--- config.mk ---
export PLATFORM = sky130hd
export DESIGN_NAME = tdm_demux_16ch
export DESIGN_NICKNAME = d
export VERILOG_FILES = /design/src/rtl/tdm_demux_16ch.sv
export SDC_FILE = /design/constraint.sdc
export NUM_CORES = 1
export LEC_CHECK = 0
export ABC_AREA = 1
export BUFFER_PORTS_ARGS = -buffer_cell sky130_fd_sc_hd__clkbuf_2
export CAP_MARGIN = 20
export CORE_ASPECT_RATIO = 0.7
export CORE_MARGIN = 4
export CORE_UTILIZATION = 50
export DETAILED_ROUTE_END_ITERATION = 10
export MAX_ROUTING_LAYER = met4
export PLACE_DENSITY = 0.72
export SLEW_MARGIN = 25
export SYNTH_ARGS = -nofsm -noshare
export SYNTH_HDL_FRONTEND = slang
export SYNTH_SLANG_ARGS = --single-unit
--- constraint.sdc ---
create_clock -name clk -period 1.6 [get_ports clk]
set_input_delay 0.32 -clock clk [delete_from_list [all_inputs] [get_ports clk]]
set_output_delay 0.32 -clock clk [all_outputs]
set_load 0.005 [all_outputs]
--- src/rtl/tdm_demux_16ch.sv ---
// tdm_demux_16ch: 1:16 TDM deserializer with slot tracking and malformed-frame flagging.
// Optional parity beat per frame when PARITY_CHECK_EN is defined.
module tdm_demux_16ch #(
  parameter int NUM_CH = 16,
  parameter int SEL_W  = 4
) (
  input  logic              clk,
  input  logic              rst,
  input  logic              in_valid,
  input  logic              in_bit,
  input  logic              frame_start,
  output logic [SEL_W-1:0]  sel,
  output logic [NUM_CH-1:0] out,
  output logic              out_valid,
  output logic              frame_err,
  output logic              busy
);
  typedef enum logic [1:0] {IDLE, COLLECT, PARITY} state_t;
  state_t state, state_n;
  logic [SEL_W-1:0] sel_n;
  logic [NUM_CH-1:0] shadow, shadow_n, out_n;
  logic out_valid_n, frame_err_n;
  always_ff @(posedge clk) begin
    if (rst) begin
      state     <= IDLE;
      sel       <= '0;
      shadow    <= '0;
      out       <= '0;
      out_valid <= 1'b0;
      frame_err <= 1'b0;
    end else begin
      state     <= state_n;
      sel       <= sel_n;
      shadow    <= shadow_n;
      out       <= out_n;
      out_valid <= out_valid_n;
      frame_err <= frame_err_n;
    end
  end
  always_comb begin
    state_n     = state;
    sel_n       = sel;
    shadow_n    = shadow;
    out_n       = out;
    out_valid_n = 1'b0;
    frame_err_n = 1'b0;
    if (in_valid) begin
      if (frame_start) begin
        // Any frame_start outside IDLE aborts the partial frame and restarts at slot 0.
        frame_err_n = (state != IDLE);
        shadow_n[0] = in_bit;
        sel_n       = SEL_W'(1);
        state_n     = COLLECT;
      end else if (state == COLLECT) begin
        shadow_n[sel] = in_bit;
        sel_n         = sel + 1'b1;
        if (sel == SEL_W'(NUM_CH - 1)) begin
`ifdef PARITY_CHECK_EN
          state_n = PARITY;
`else
          out_n       = {in_bit, shadow[NUM_CH-2:0]};
          out_valid_n = 1'b1;
          state_n     = IDLE;
`endif
        end
      end
`ifdef PARITY_CHECK_EN
      else if (state == PARITY) begin
        out_valid_n = ~^{shadow, in_bit};
        frame_err_n = ^{shadow, in_bit};
        out_n       = out_valid_n ? shadow : out;
        state_n     = IDLE;
      end
`endif
    end
  end
  assign busy = (state != IDLE);
endmodule

==> flow_metrics.py, run 1 <==
metrics = {
    "layout": {
        "fin_util": 0.6594,
        "antenna_cells": 0,
        "multiInputGateArea_um2": 767.0,
        "layout_commonest_cell": "nor2_1",
        "area_growth_pct": 19.95,
        "fin_area_mm2": 0.001941,
        "nets": 274,
        "num-fill-cells": 281,
        "final_cell_mix": "nor2_1, nand2_1, dfxtp_1",
        "ff_latch_area_um2": 760.7,
        "layout-drive-gt1-share": 0.1692,
    },
    "global_routing": {
        "busiest_layer": "met1",
        "antenna_found_initial": 0,
        "grt_pass1_vias": 1256,
        "grt_start_max_net_pins": 33,
        "grtUsageTotal": 0.1758,
        "met2_usage": 0.2305,
        "grt_pass1_wl_um": 5947,
        "grt_overflow_total": 0,
        "met1_usage": 0.2532,
        "met3_usage": 0.05502,
    },
    "sta": {
        "slew-limit-headroom": 0.6633,
        "rsz0062_at_grt": "false",
        "worst_pin_slew_ns": 0.5032,
        "period_minus_slack_ns": 1.415,
        "fin_crit_sh": 0.8843,
        "fin_ws_ns": 0.1851,
        "tns_ns": 0,
        "setup_viol_count_final": 0,
        "fin_skew_ns": 0.005032,
        "finalMaxSlewViolations": 0,
        "final_hold_viol_count": 0,
        "clock.fmax_mhz": 706.8,
    },
    "worst_setup_path": {
        "crit_slowest_cell": "ha_1",
        "cpPeakStageDelay_ns": 0.33,
        "path_cells": "buf_4 > inv_1 > ha_1 > nand2_1 > nor2_1 > nand2_1 > nand2_1 > nor2_1",
        "cpLargestDelayFamily": "simple AND/OR/NAND/NOR gates",
        "rr_startpoint": "sel[0]",
        "crit_path_end": "shadow[2]",
        "rr_worst_depth": 8,
        "crit_path_frequent_cell": "nand2_1",
        "r2r-end": "shadow[2]",
        "setup.worst_path.start": "sel[0]",
        "cp.depth": 8,
        "reg2reg_setup_slack_ns": 0.19,
        "required_ns": 1.80,
        "cp_max_fo": 7,
        "worstSetupPathType": "reg -> reg",
        "endpoint_kind": "register",
        "startpoint_type": "register",
        "cp_data_arrival_time_ns": 1.61,
        "critPathBufInv": 2,
    },
    "synthesis": {
        "synthDistinctLibCells": 19,
        "syn-cell-area_mm2": 0.001618,
        "yosys_register_bits": 38,
        "syn_inst": 233,
        "yosys_warnings": 0,
        "syn-mean-instance-area_um2": 6.943,
        "synth_seq_area_share": 0.4702,
        "synthesis.nets": 242,
    },
    "clock_tree": {
        "ctsHoldBuffers": 0,
        "cts_root_buffer": "clkbuf_8",
        "cts_buffers": 5,
        "htree_levels": 2,
        "clock_path_buffers": 2,
        "clk_pin_slew_ns": 0.08,
        "cts_tree": "built",
        "clock-sinks": 38,
        "clock_latency_ns": 0.29,
    },
    "detailed_routing": {
        "drt_wl_total_um": 3395,
        "drt-wirelength-per-cell_um": 11.24,
        "firstDrtPassIters": 4,
        "drt-initial-drc-count": 72,
        "drcViolationCount": 0,
        "routed-via-count": 1462,
        "final_antenna_net_count": 0,
        "via_per_inst": 4.841,
    },
    "flow_run": {
        "drv_cap": 0,
    },
    "floorplan": {
        "die_area_mm2": 0.004224,
        "start_util": 0.5497,
        "fp.dieH_um": 55.59,
        "die_w_um": 75.99,
        "ios": 28,
        "row_count": 16,
        "coreArea_mm2": 0.002943,
    },
    "placed_design": {
        "io_buffers": 27,
        "post-dp-hpwl_um": 2322,
        "pre_cts_ws_ns": 0.1642,
        "place_congestion": 0.8368,
        "post_dp_cell_area_mm2": 0.001798,
    },
    "power": {
        "p_leak_uw": 0.0008295,
        "powerDensity_mw_per_mm2": 1053,
        "irDropWorstVdd_mv": 0.5364,
    },
    "status": {
        "outcome": "complete, no violations",
    },
    "hold_path": {
        "hp-class": "in -> reg",
    },
}
Yosys cell counts (all sizes together):
master	number	share of area
nand2	51	0.12
o21ai	18	0.056
buf	4	0.018
ha	4	0.031
inv	12	0.028
clkbuf	4	0.010
nor2	81	0.19
dfxtp	38	0.47
nand3	3	0.0093
a21oi	6	0.019
nand4	11	0.043
nor3	1	0.0031
what timing repair did:
item	CTS	global route
buffers inserted	0	0
endpoints found under the setup margin	0	14
resized for setup	0	3
hold endpoints to repair	0	0
worst min-delay path by stage:
stage	from	to	slack (ns)	cells after the start
4_1_cts	rst	sel[2]	0.29	2
2_1_floorplan	rst	sel[0]	0.39	1
3_5_place_dp	shadow[6]	shadow[6]	0.47	2
3_3_place_gp	shadow[13]	shadow[13]	0.46	2
5_1_grt	rst	sel[1]	0.31	2
6_report	rst	sel[0]	0.29	2
layer usage:
layer,share of wire,vias to the layer above
li1,-,798
met1,0.52,625
met2,0.41,34
met3,0.062,5
met4,0.0085,0
met5,0,-
kinds of logic after synthesis:
logic type | Yosys count | share of synthesized area
and+or+nand+nor | 147 | 0.3689
DFF | 38 | 0.4702
AOI/OAI and AO/OA | 24 | 0.07425
buffers and inverters | 20 | 0.05567
adders and majority gates | 4 | 0.03094
report_power, final:
part / total (uW) / internal, uW / switching, uW
clock: 984 / 625 / 359
sequential: 956 / 952 / 4.00
combinational: 104 / 34.2 / 69.5
total: 2040 / 1610 / 433
flip-flops by register name, indices dropped and copies added, names as in the netlist:
name	cells
out	16
shadow	15
sel	4
frame_err	1
out_valid	1
state	1
layout make-up:
| class | count | share of cell area |
|---|---|---|
| clock buffers | 5 | 0.03546 |
| clock inverters | 3 | 0.03546 |
| inverters | 12 | 0.02579 |
| multi-input cells | 175 | 0.3952 |
| flip-flops and latches | 38 | 0.3920 |
| well taps | 36 | 0.02321 |
| repair buffers | 33 | 0.09284 |
stage by stage:
| stage | hold WS, ns | power (uW) | std cells |
|---|---|---|---|
| final | 0.2889 | 2043 | 302 |
| after detailed placement | 0.4681 | 1082 | 294 |
| after global placement | 0.4605 | 1082 | 294 |
| after global routing | 0.3112 | 2118 | 302 |
| after CTS | 0.2889 | 2054 | 302 |
| after floorplan | 0.3891 | 1046 | 233 |
No activity file was read; power rests on OpenSTA's default activity.
==> inputs of run 2 (changes only) <==
==> constraint.sdc (replaced) <==
create_clock -name clk -period 1.81 [get_ports clk]
set_input_delay 0.362 -clock clk [delete_from_list [all_inputs] [get_ports clk]]
set_output_delay 0.362 -clock clk [all_outputs]
set_load 0.005 [all_outputs]
==> run 2 against run 1 <==
Against the previous run: critical path depth shrank 1; fmax fell by 9.7%; sequential share of layout area is 1.3 points higher; hold slack gained 0.066 ns; critical path type unchanged; largest power group is now registers; highest routed layer unchanged.
==> flow_metrics.py, run 2 (synthesis results as in run 1) <==
metrics = {
    "hold_path": {
        "hold_depth": 2,
        "holdPathEnd": "sel[1]",
        "hp-class": "in -> reg",
        "hold_start": "rst",
    },
    "power": {
        "switching_power_uw": 353.5,
        "irDropWorstVdd_mv": 0.6053,
        "internal-power_uw": 1176,
        "p_seq_frac": 0.554,
        "power_frac_comb": 0.057,
        "power_frac_clock": 0.389,
        "powerDensity_mw_per_mm2": 814.5,
        "power_uw": 1530,
        "power_switching_share": 0.2311,
        "p_leak_uw": 0.0007999,
    },
    "clock_tree": {
        "cts_root_buffer": "clkbuf_8",
        "clock-sinks": 38,
        "clock_path_buffers": 2,
        "clock_latency_ns": 0.28,
        "clk_pin_slew_ns": 0.07,
        "ctsResizeCount": 0,
        "htree_levels": 2,
        "post_cts.repair.setup_buffers": 0,
        "ctsHoldBuffers": 0,
        "cts_buffers": 5,
        "cts_tree": "built",
    },
    "floorplan": {
        "ios": 28,
        "die_area_mm2": 0.004224,
        "row_count": 16,
        "die_w_um": 75.99,
        "fp.dieH_um": 55.59,
        "start_util": 0.5497,
        "coreArea_mm2": 0.002943,
    },
    "detailed_routing": {
        "drt-wirelength-per-cell_um": 10.83,
        "firstDrtPassIters": 4,
        "drt-initial-drc-count": 95,
        "via_per_inst": 4.910,
        "final_antenna_net_count": 0,
        "drt_wl_total_um": 3250,
        "routed-via-count": 1473,
        "drcViolationCount": 0,
    },
    "placed_design": {
        "post-dp-hpwl_um": 2206,
        "io_buffers": 27,
        "post_dp_cell_area_mm2": 0.001783,
        "place_congestion": 0.8129,
    },
    "layout": {
        "final_cell_mix": "nor2_1, nand2_1, dfxtp_1",
        "largest_reg_flops": 16,
        "nets": 272,
        "layout-drive-gt1-share": 0.1629,
        "num-fill-cells": 286,
        "multiInputGateArea_um2": 767.0,
        "regMostFlops": "out",
        "layout_commonest_cell": "nor2_1",
        "ff_latch_area_um2": 760.7,
        "fin_util": 0.6382,
        "reg_top3": "out (16), shadow (15), sel (4)",
        "antenna_cells": 0,
        "fin_area_mm2": 0.001878,
        "area_growth_pct": 16.09,
    },
    "worst_setup_path": {
        "startpoint_type": "register",
        "r2r-end": "out[15]",
        "endpoint_kind": "register",
        "reg2reg_setup_slack_ns": 0.24,
        "rr_worst_depth": 7,
        "cp_max_fo": 18,
        "required_ns": 2.03,
        "rr_startpoint": "sel[0]",
        "worstSetupPathType": "reg -> reg",
        "cp_data_arrival_time_ns": 1.79,
    },
    "sta": {
        "fin_crit_sh": 0.8660,
        "fin_skew_ns": 0.004690,
        "tns_ns": 0,
        "slew-limit-headroom": 0.6507,
        "final_hold_viol_count": 0,
        "clock.fmax_mhz": 638.0,
        "rsz0062_at_grt": "false",
        "finalMaxSlewViolations": 0,
        "worst_pin_slew_ns": 0.5220,
        "setup_viol_count_final": 0,
        "period_minus_slack_ns": 1.567,
    },
    "global_routing": {
        "grt_pass1_wl_um": 5871,
        "grt_start_max_net_pins": 21,
        "grtUsageTotal": 0.1708,
        "grt_overflow_total": 0,
        "antenna_found_initial": 0,
        "grt_pass1_vias": 1261,
    },
    "status": {
        "outcome": "complete, no violations",
    },
    "flow_run": {
        "drv_cap": 0,
    },
}
==> run 2: cell types whose count changed in the layout (fill, tap and decap cells not counted) <==
cell and change:
inv_2 +1, clkbuf_8 +1, buf_4 -2, clkinvlp_4 +1, clkinv_4 -1, bufinv_16 -2
clkinv_2 +1, inv_6 -1
==> run 2: final cells by class <==
type / count / share of cell area
Sequential cell: 38 / 0.4051
Clock inverter: 2 / 0.006662
Timing Repair Buffer: 31 / 0.08794
Tap cell: 36 / 0.02398
Inverter: 12 / 0.02398
Clock buffer: 6 / 0.04397
Multi-Input combinational cell: 175 / 0.4084
==> run 2: per-layer routing <==
metal	global-route usage	part of all wire	vias up
li1	-	-	797
met1	0.2478	0.55	636
met2	0.2305	0.38	38
met3	0.04693	0.062	2
met4	0.04569	0.0034	0
met5	-	0	-
==> run 2: power groups by stage <==
stage               Clock, uW  Sequential (uW)  Combinational [uW]
floorplan                   0              866                58.2
global placement            0              867                86.3
detailed placement          0              867                86.5
CTS                       614              847                87.4
global route              654              848                 101
finish                    594              848                87.7
==> run 2: metrics by stage <==
step | std cells | hold WS (ns) | worst slack (ns)
after floorplan | 233 | 0.4311 | 0.3827
after global placement | 292 | 0.4606 | 0.2517
after detailed placement | 292 | 0.4704 | 0.2181
after CTS | 300 | 0.3434 | 0.2003
after global routing | 300 | 0.3486 | 0.003569
final | 300 | 0.3547 | 0.2426
==> run 2: how the worst max path moves through the flow <==
| stage | endpoint | start | depth (start not counted) | slack [ns] |
|---|---|---|---|---|
| floorplan | out[10] | sel[0] | 7 | 0.38 |
| global placement | out[10] | sel[0] | 7 | 0.25 |
| detailed placement | out[15] | sel[0] | 7 | 0.22 |
| global route | out[9] | sel[0] | 7 | 0.004 |
| CTS | out[15] | sel[0] | 7 | 0.20 |
| finish | out[15] | sel[0] | 7 | 0.24 |
==> run 2: worst max-delay path: stages (launching register included) <==
cell and delay, ns:
dfxtp_1 0.43, ha_1 0.20, inv_1 0.06, nor2_2 0.13, nand2_2 0.21, inv_2 0.29, nor2_1 0.07, nor2_1 0.11
